--- config.mk ---
export PLATFORM = sky130hd
export DESIGN_NAME = operand_fetch
export DESIGN_NICKNAME = d
export VERILOG_FILES = /design/src/rtl/riscv_core_pkg.sv /design/src/rtl/opf_bypass_mux.sv /design/src/rtl/operand_fetch.sv
export SDC_FILE = /design/constraint.sdc
export NUM_CORES = 1
export LEC_CHECK = 0
export BUFFER_PORTS_ARGS = -buffer_cell sky130_fd_sc_hd__buf_4
export CORE_MARGIN = 1.5
export CORE_UTILIZATION = 52
export DETAILED_ROUTE_END_ITERATION = 6
export GPL_ROUTABILITY_DRIVEN = 0
export PLACE_DENSITY = 0.85
export SLEW_MARGIN = 20
export SYNTH_ARGS = -nofsm -noshare
export SYNTH_HDL_FRONTEND = slang
export SYNTH_SLANG_ARGS = --single-unit
export TNS_END_PERCENT = 30
--- constraint.sdc ---
create_clock -name clk -period 3.6 [get_ports clk]
set_clock_uncertainty 0.05 [all_clocks]
set_input_delay 0.54 -clock clk [delete_from_list [all_inputs] [get_ports clk]]
set_output_delay 0.54 -clock clk [all_outputs]
set_load 0.01 [all_outputs]
--- src/rtl/riscv_core_pkg.sv ---
// riscv_core_pkg: widths and operand-fetch state encoding shared by the core.
package riscv_core_pkg;

  localparam int XLEN   = 32;
  localparam int REG_AW = 5;

  typedef enum logic [2:0] {
    IDLE = 3'd0,
    RD1  = 3'd1,
    RD2  = 3'd2,
    LAST = 3'd3,
    DONE = 3'd4
  } opf_state_t;

  // True when this cycle's writeback targets idx; register 0 never matches.
  function automatic logic wb_hits(input logic             en,
                                   input logic [REG_AW-1:0] wreg,
                                   input logic [REG_AW-1:0] idx);
    return en && (idx != {REG_AW{1'b0}}) && (wreg == idx);
  endfunction

endpackage

--- src/rtl/opf_bypass_mux.sv ---
// opf_bypass_mux: replaces a captured operand with same-cycle writeback data
// when the writeback targets that operand's register.
// Only present when OPF_BYPASS_EN is defined.
`ifdef OPF_BYPASS_EN
module opf_bypass_mux
  import riscv_core_pkg::*;
(
  input  logic [REG_AW-1:0] i_idx,
  input  logic [XLEN-1:0]   i_cur,
  input  logic              i_wb_en,
  input  logic [REG_AW-1:0] i_wb_reg,
  input  logic [XLEN-1:0]   i_wb_data,
  output logic [XLEN-1:0]   o_next
);

  // Writeback data wins over the current/captured value on an index match.
  always_comb begin
    o_next = i_cur;
    if (wb_hits(i_wb_en, i_wb_reg, i_idx)) begin
      o_next = i_wb_data;
    end else begin
      o_next = i_cur;
    end
  end

endmodule
`endif

--- src/rtl/operand_fetch.sv ---
// operand_fetch: sequences rs1/rs2 reads through a single register-file read
// port, retrying reads dropped by a concurrent writeback, and hands the
// operands to execute over valid/ready.
// Optional feature macro: OPF_BYPASS_EN (writeback forwarding into operands).
module operand_fetch
  import riscv_core_pkg::*;
(
  input  logic              clk,
  input  logic              rst,
  input  logic              in_valid,
  output logic              in_ready,
  input  logic [REG_AW-1:0] in_rs1,
  input  logic [REG_AW-1:0] in_rs2,
  input  logic              in_use_rs2,
  input  logic [XLEN-1:0]   in_pc,
  output logic              rf_read_en,
  output logic [REG_AW-1:0] rf_read_reg,
  input  logic [XLEN-1:0]   rf_read_data,
  input  logic              wb_en,
  input  logic [REG_AW-1:0] wb_reg,
  input  logic [XLEN-1:0]   wb_data,
  output logic              out_valid,
  input  logic              out_ready,
  output logic [XLEN-1:0]   out_rs1_data,
  output logic [XLEN-1:0]   out_rs2_data,
  output logic [XLEN-1:0]   out_pc
);

  opf_state_t        r_state;
  opf_state_t        w_state_nxt;
  logic [REG_AW-1:0] r_rs1;
  logic [REG_AW-1:0] r_rs2;
  logic              r_use_rs2;
  logic [XLEN-1:0]   r_pc;
  logic [XLEN-1:0]   r_op1;
  logic [XLEN-1:0]   r_op2;
  logic              r_op1_cap;
  logic              r_op2_cap;
  logic              r_first_rd2;

  logic              w_accept;
  logic              w_need1;
  logic              w_need2;
  logic              w_hit1;
  logic              w_hit2;
  logic [XLEN-1:0]   w_op1_base;
  logic [XLEN-1:0]   w_op2_base;
  logic [XLEN-1:0]   w_op1_mux;
  logic [XLEN-1:0]   w_op2_mux;
  logic [XLEN-1:0]   w_op1_nxt;
  logic [XLEN-1:0]   w_op2_nxt;
  logic              w_op1_cap_nxt;
  logic              w_op2_cap_nxt;

  assign w_need1 = (r_rs1 != {REG_AW{1'b0}});
  assign w_need2 = r_use_rs2 && (r_rs2 != {REG_AW{1'b0}});

`ifdef OPF_BYPASS_EN
  logic [REG_AW-1:0] w_idx2;
  // An unused rs2 must never pick up writeback data, so its index reads as 0.
  assign w_idx2 = r_use_rs2 ? r_rs2 : {REG_AW{1'b0}};
  assign w_hit1 = wb_hits(wb_en, wb_reg, r_rs1);
  assign w_hit2 = wb_hits(wb_en, wb_reg, w_idx2);

  opf_bypass_mux u_byp_op1 (
    .i_idx(r_rs1), .i_cur(w_op1_base), .i_wb_en(wb_en),
    .i_wb_reg(wb_reg), .i_wb_data(wb_data), .o_next(w_op1_mux)
  );
  opf_bypass_mux u_byp_op2 (
    .i_idx(w_idx2), .i_cur(w_op2_base), .i_wb_en(wb_en),
    .i_wb_reg(wb_reg), .i_wb_data(wb_data), .o_next(w_op2_mux)
  );
`else
  logic w_unused_wb;
  assign w_unused_wb = ^{wb_reg, wb_data};
  assign w_hit1      = 1'b0;
  assign w_hit2      = 1'b0;
  assign w_op1_mux   = w_op1_base;
  assign w_op2_mux   = w_op2_base;
`endif

  // Operands only follow writebacks once an instruction is in flight.
  assign w_op1_nxt = (r_state == IDLE) ? w_op1_base : w_op1_mux;
  assign w_op2_nxt = (r_state == IDLE) ? w_op2_base : w_op2_mux;

  // Next state, acceptance and operand capture selection.
  always_comb begin
    w_state_nxt   = r_state;
    w_accept      = 1'b0;
    w_op1_base    = r_op1;
    w_op2_base    = r_op2;
    w_op1_cap_nxt = r_op1_cap;
    w_op2_cap_nxt = r_op2_cap;
    case (r_state)
      IDLE: begin
        if (in_valid) begin
          w_accept    = 1'b1;
          w_state_nxt = RD1;
        end else begin
          w_state_nxt = IDLE;
        end
      end
      RD1: begin
        // A forwarded hit counts as the capture of op1; a plain conflict retries.
        if (w_need1 && wb_en && !w_hit1) begin
          w_state_nxt = RD1;
        end else begin
          w_state_nxt = RD2;
        end
        if (w_hit1) begin
          w_op1_cap_nxt = 1'b1;
        end else begin
          w_op1_cap_nxt = r_op1_cap;
        end
      end
      RD2: begin
        if (r_first_rd2 && !r_op1_cap) begin
          w_op1_base    = w_need1 ? rf_read_data : {XLEN{1'b0}};
          w_op1_cap_nxt = 1'b1;
        end else begin
          w_op1_base    = r_op1;
        end
        if (w_need2) begin
          if (wb_en && !w_hit2) begin
            w_state_nxt = RD2;
          end else begin
            w_state_nxt = LAST;
          end
          if (w_hit2) begin
            w_op2_cap_nxt = 1'b1;
          end else begin
            w_op2_cap_nxt = r_op2_cap;
          end
        end else begin
          w_op2_base    = {XLEN{1'b0}};
          w_op2_cap_nxt = 1'b1;
          w_state_nxt   = DONE;
        end
      end
      LAST: begin
        if (!r_op2_cap) begin
          w_op2_base    = rf_read_data;
          w_op2_cap_nxt = 1'b1;
        end else begin
          w_op2_base    = r_op2;
        end
        w_state_nxt = DONE;
      end
      DONE: begin
        if (out_ready && in_valid) begin
          w_accept    = 1'b1;
          w_state_nxt = RD1;
        end else if (out_ready) begin
          w_state_nxt = IDLE;
        end else begin
          w_state_nxt = DONE;
        end
      end
      default: begin
        w_state_nxt = IDLE;
      end
    endcase
  end

  // Read port request: rs1 in RD1, rs2 in RD2, never for register 0.
  always_comb begin
    rf_read_en  = 1'b0;
    rf_read_reg = {REG_AW{1'b0}};
    case (r_state)
      RD1: begin
        rf_read_en  = w_need1;
        rf_read_reg = w_need1 ? r_rs1 : {REG_AW{1'b0}};
      end
      RD2: begin
        rf_read_en  = w_need2;
        rf_read_reg = w_need2 ? r_rs2 : {REG_AW{1'b0}};
      end
      default: begin
        rf_read_en  = 1'b0;
        rf_read_reg = {REG_AW{1'b0}};
      end
    endcase
  end

  // Upstream handshake: free in IDLE, pass-through of out_ready in DONE.
  always_comb begin
    in_ready = 1'b0;
    if (!rst) begin
      in_ready = 1'b0;
    end else if (r_state == IDLE) begin
      in_ready = 1'b1;
    end else if (r_state == DONE) begin
      in_ready = out_ready;
    end else begin
      in_ready = 1'b0;
    end
  end

  // State, latched instruction fields and captured operands.
  always_ff @(posedge clk or negedge rst) begin
    if (!rst) begin
      r_state     <= IDLE;
      r_rs1       <= {REG_AW{1'b0}};
      r_rs2       <= {REG_AW{1'b0}};
      r_use_rs2   <= 1'b0;
      r_pc        <= {XLEN{1'b0}};
      r_op1       <= {XLEN{1'b0}};
      r_op2       <= {XLEN{1'b0}};
      r_op1_cap   <= 1'b0;
      r_op2_cap   <= 1'b0;
      r_first_rd2 <= 1'b0;
    end else begin
      r_state     <= w_state_nxt;
      r_first_rd2 <= (r_state == RD1) && (w_state_nxt == RD2);
      r_op1       <= w_op1_nxt;
      r_op2       <= w_op2_nxt;
      if (w_accept) begin
        r_rs1     <= in_rs1;
        r_rs2     <= in_rs2;
        r_use_rs2 <= in_use_rs2;
        r_pc      <= in_pc;
        r_op1_cap <= 1'b0;
        r_op2_cap <= 1'b0;
      end else begin
        r_op1_cap <= w_op1_cap_nxt;
        r_op2_cap <= w_op2_cap_nxt;
      end
    end
  end

  assign out_valid    = (r_state == DONE);
  assign out_rs1_data = r_op1;
  assign out_rs2_data = r_op2;
  assign out_pc       = r_pc;

endmodule

==> flow_summary_export.csv <==
group,metric,value,unit
outcome,status,"completed",
place,dp_hpwl,9.828,mm
sta,final-max-slew-violation-count,0,
finish,design_area,0.007457,mm^2
die,num_rows,37,
sta,rsz0062_at_grt,"no",
sta,max_slew_margin,0.2746,
detailed_routing,avgViaCountPerCell,5.624,
detailed_routing,wl_per_cell,18.16,um
grt,grt_max_degree,87,
synth,synthesis.nets,606,
worst_hold_path,holdCritPathClass,"input pin to flip-flop",
worst_setup_path,end_kind,"primary output",
detailed_routing,drt.antenna.violating_nets,0,
synth,synth-edff-count,0,
place,dpl-instance-area,0.006784,mm^2
grt,grt_usage,0.2785,
finish,syn2layout_area_growth,37.68,%
grt,grt_pass1_wl,23.98,mm
grt,antenna_found_initial,0,
power_and_ir_drop,power_leakage,0.003475,uW
finish,drive_gt1_frac,0.4089,
flow_run,max-cap-violations,0,
synth,yosys.area.top_type,"dfrtp_1",
die,die_width,105.1,um
finish,n_antenna_cell,0,
sta,fmax,0.3508,GHz
synth,syn-instance-count,489,
synth,ys_seq_area_frac,0.5221,
clock_network,root_buffer,"clkbuf_8",
die,core,0.01023,mm^2
synth,synth_common_cells,"113 x dfrtp_1, 65 x nand2_1, 43 x mux2_2",
detailed_routing,first_iter_violations,299,
worst_setup_path,crit_path_start_kind,"flip-flop",
die,io_pins,221,
sta,tns,0,ns
worst_setup_path,reg2reg_depth,5,
power_and_ir_drop,peakVddDrop,0.5514,mV
worst_setup_path,path_max_fanout,36,
synth,synth-seq-cells,113,
clock_network,cts_tree,"yes",
synth,avgSynthCellArea,11.08,um^2
detailed_routing,vias,4561,
finish,fillerInstances,695,
sta,hold_violations,0,
sta,worst_slew_pin_slew,1.087,ns
clock_network,worstSkewPairLatency,0.52,ns
sta,fin_crit_sh,0.7918,
die,die-height,105.1,um
sta,period_needed,2.850,ns
clock_network,post_cts_buffers,0,
clock_network,cts-htree-levels,4,
clock_network,cts.clk_slew.worst_paths,0.05,ns
worst_setup_path,crit_arrival,2.26,ns
synth,synth_area_leaders,"dfrtp_1 52%, mux2_2 8.9%, mux2i_1 5.9%",
clock_network,clockBufferDepth,2,
synth,synthDistinctLibCells,32,
synth,synth.top_cell.area_share,0.5221,
grt,grt_overflow,0,
synth,ys_warn_count,0,
sta,setup-violations-final,0,
finish,fin_nets,779,
clock_network,numCtsBuffers,17,
synth,yosysMostFrequentCell,"dfrtp_1",
worst_setup_path,path_class,"flip-flop to primary output",
worst_setup_path,crit_required,3.01,ns
detailed_routing,drc,0,
detailed_routing,routed_wl,14.73,mm
worst_hold_path,whs_path_depth,2,
clock_network,cts_sinks,113,
synth,syn_area,0.005416,mm^2
die,start_util,0.5294,
die,dieArea,0.01104,mm^2
grt,first_global_vias,4837,
sta,whs,0.2024,ns
power_and_ir_drop,power-per-cell-area,983.6,mW/mm^2
synth,synthFlopType,"dfrtp_1",
detailed_routing,drt_pass1_iterations,5,
synth,async_flop_share,1.000,
place,io_buffers,183,
## where the power goes
group | switching [uW] | internal, uW | leakage (uW)
clock network | 569 | 1290 | 0.000322
registers | 560 | 1890 | 0.00125
logic | 1510 | 1520 | 0.00190
total | 2640 | 4700 | 0.00348
## cells in the final DEF (no fill, tap or decap), types with 5 or more instances in the layout
cell	count
mux2_2	43
a22oi_1	32
nand2b_1	5
inv_1	34
clkbuf_16	16
mux2i_1	32
o21ai_1	23
buf_4	192
nor2b_1	32
bufinv_16	6
dfrtp_1	112
o21ai_0	13
a22o_1	5
nand2_1	65
o221ai_1	32
## final timing paths
kind | end | slack, ns | start
hold / removal | r_rs1[3] | 0.20 | in_rs1[3]
hold reg to reg | out_pc[12] | 0.46 | out_pc[12]
max in group asynchronous | r_op2_cap | 1.89 | rst
setup reg to reg | out_rs1_data[27] | 1.38 | r_state[2]
min in group asynchronous | out_rs1_data[10] | 0.44 | rst
setup / recovery | rf_read_en | 0.75 | r_rs2[1]
## what timing repair did
action,in CTS,in global routing
resized for setup,0,0
endpoints found under the setup margin,0,0
hold endpoints to repair,27,0
hold buffers,1,0
## worst max-delay path, stage by stage (launching register included)
cell     delay [ns]
dfrtp_1        0.38
or4_4          0.58
nor2_8         0.44
o21ai_1        0.15
buf_4          0.17
## cell type report
class | count | area, um^2 | area share
multi-input cells | 302 | 2208 | 0.2961
clock inverters | 11 | 207.7 | 0.02785
inverters | 34 | 127.6 | 0.01711
clock buffers | 21 | 449.2 | 0.06023
repair buffers | 194 | 1463 | 0.1961
well taps | 136 | 170.2 | 0.02282
flip-flops and latches | 113 | 2831 | 0.3797
## registers in the layout (all words and copies together) (netlist names)
register / cells
out_pc: 32
out_rs1_data: 32
out_rs2_data: 32
r_rs1: 5
r_rs2: 5
r_state: 3
r_first_rd2: 1
r_op1_cap: 1
r_op2_cap: 1
r_use_rs2: 1
## metal layers
layer / share of wire / up-vias / global-route usage
met1: 0.39 / 2242 / 0.3309
met5: 0 / - / 0
li1: - / 2066 / -
met4: 0.032 / 0 / 0.1526
met3: 0.074 / 39 / 0.07860
met2: 0.50 / 214 / 0.4561
## stage by stage
stage / setup WS [ns] / std cells / utilization / total power, uW
floorplan: 1.629 / 489 / - / 4095
global placement: 1.295 / 778 / 0.6631 / 5292
detailed placement: 1.299 / 778 / 0.6631 / 5465
CTS: 0.7382 / 811 / 0.7283 / 7375
global route: 0.6579 / 811 / 0.7289 / 7742
finish: 0.7496 / 811 / 0.7289 / 7335
## cell families after synthesis
logic type,after synthesis,synth area share
multiplexers,75,0.1485
AND/OR/NAND/NOR,116,0.1111
buffers and inverters,74,0.07115
flip-flops,113,0.5221
AO/OA/AOI/OAI,111,0.1471
(Power assumes the default switching activity.)
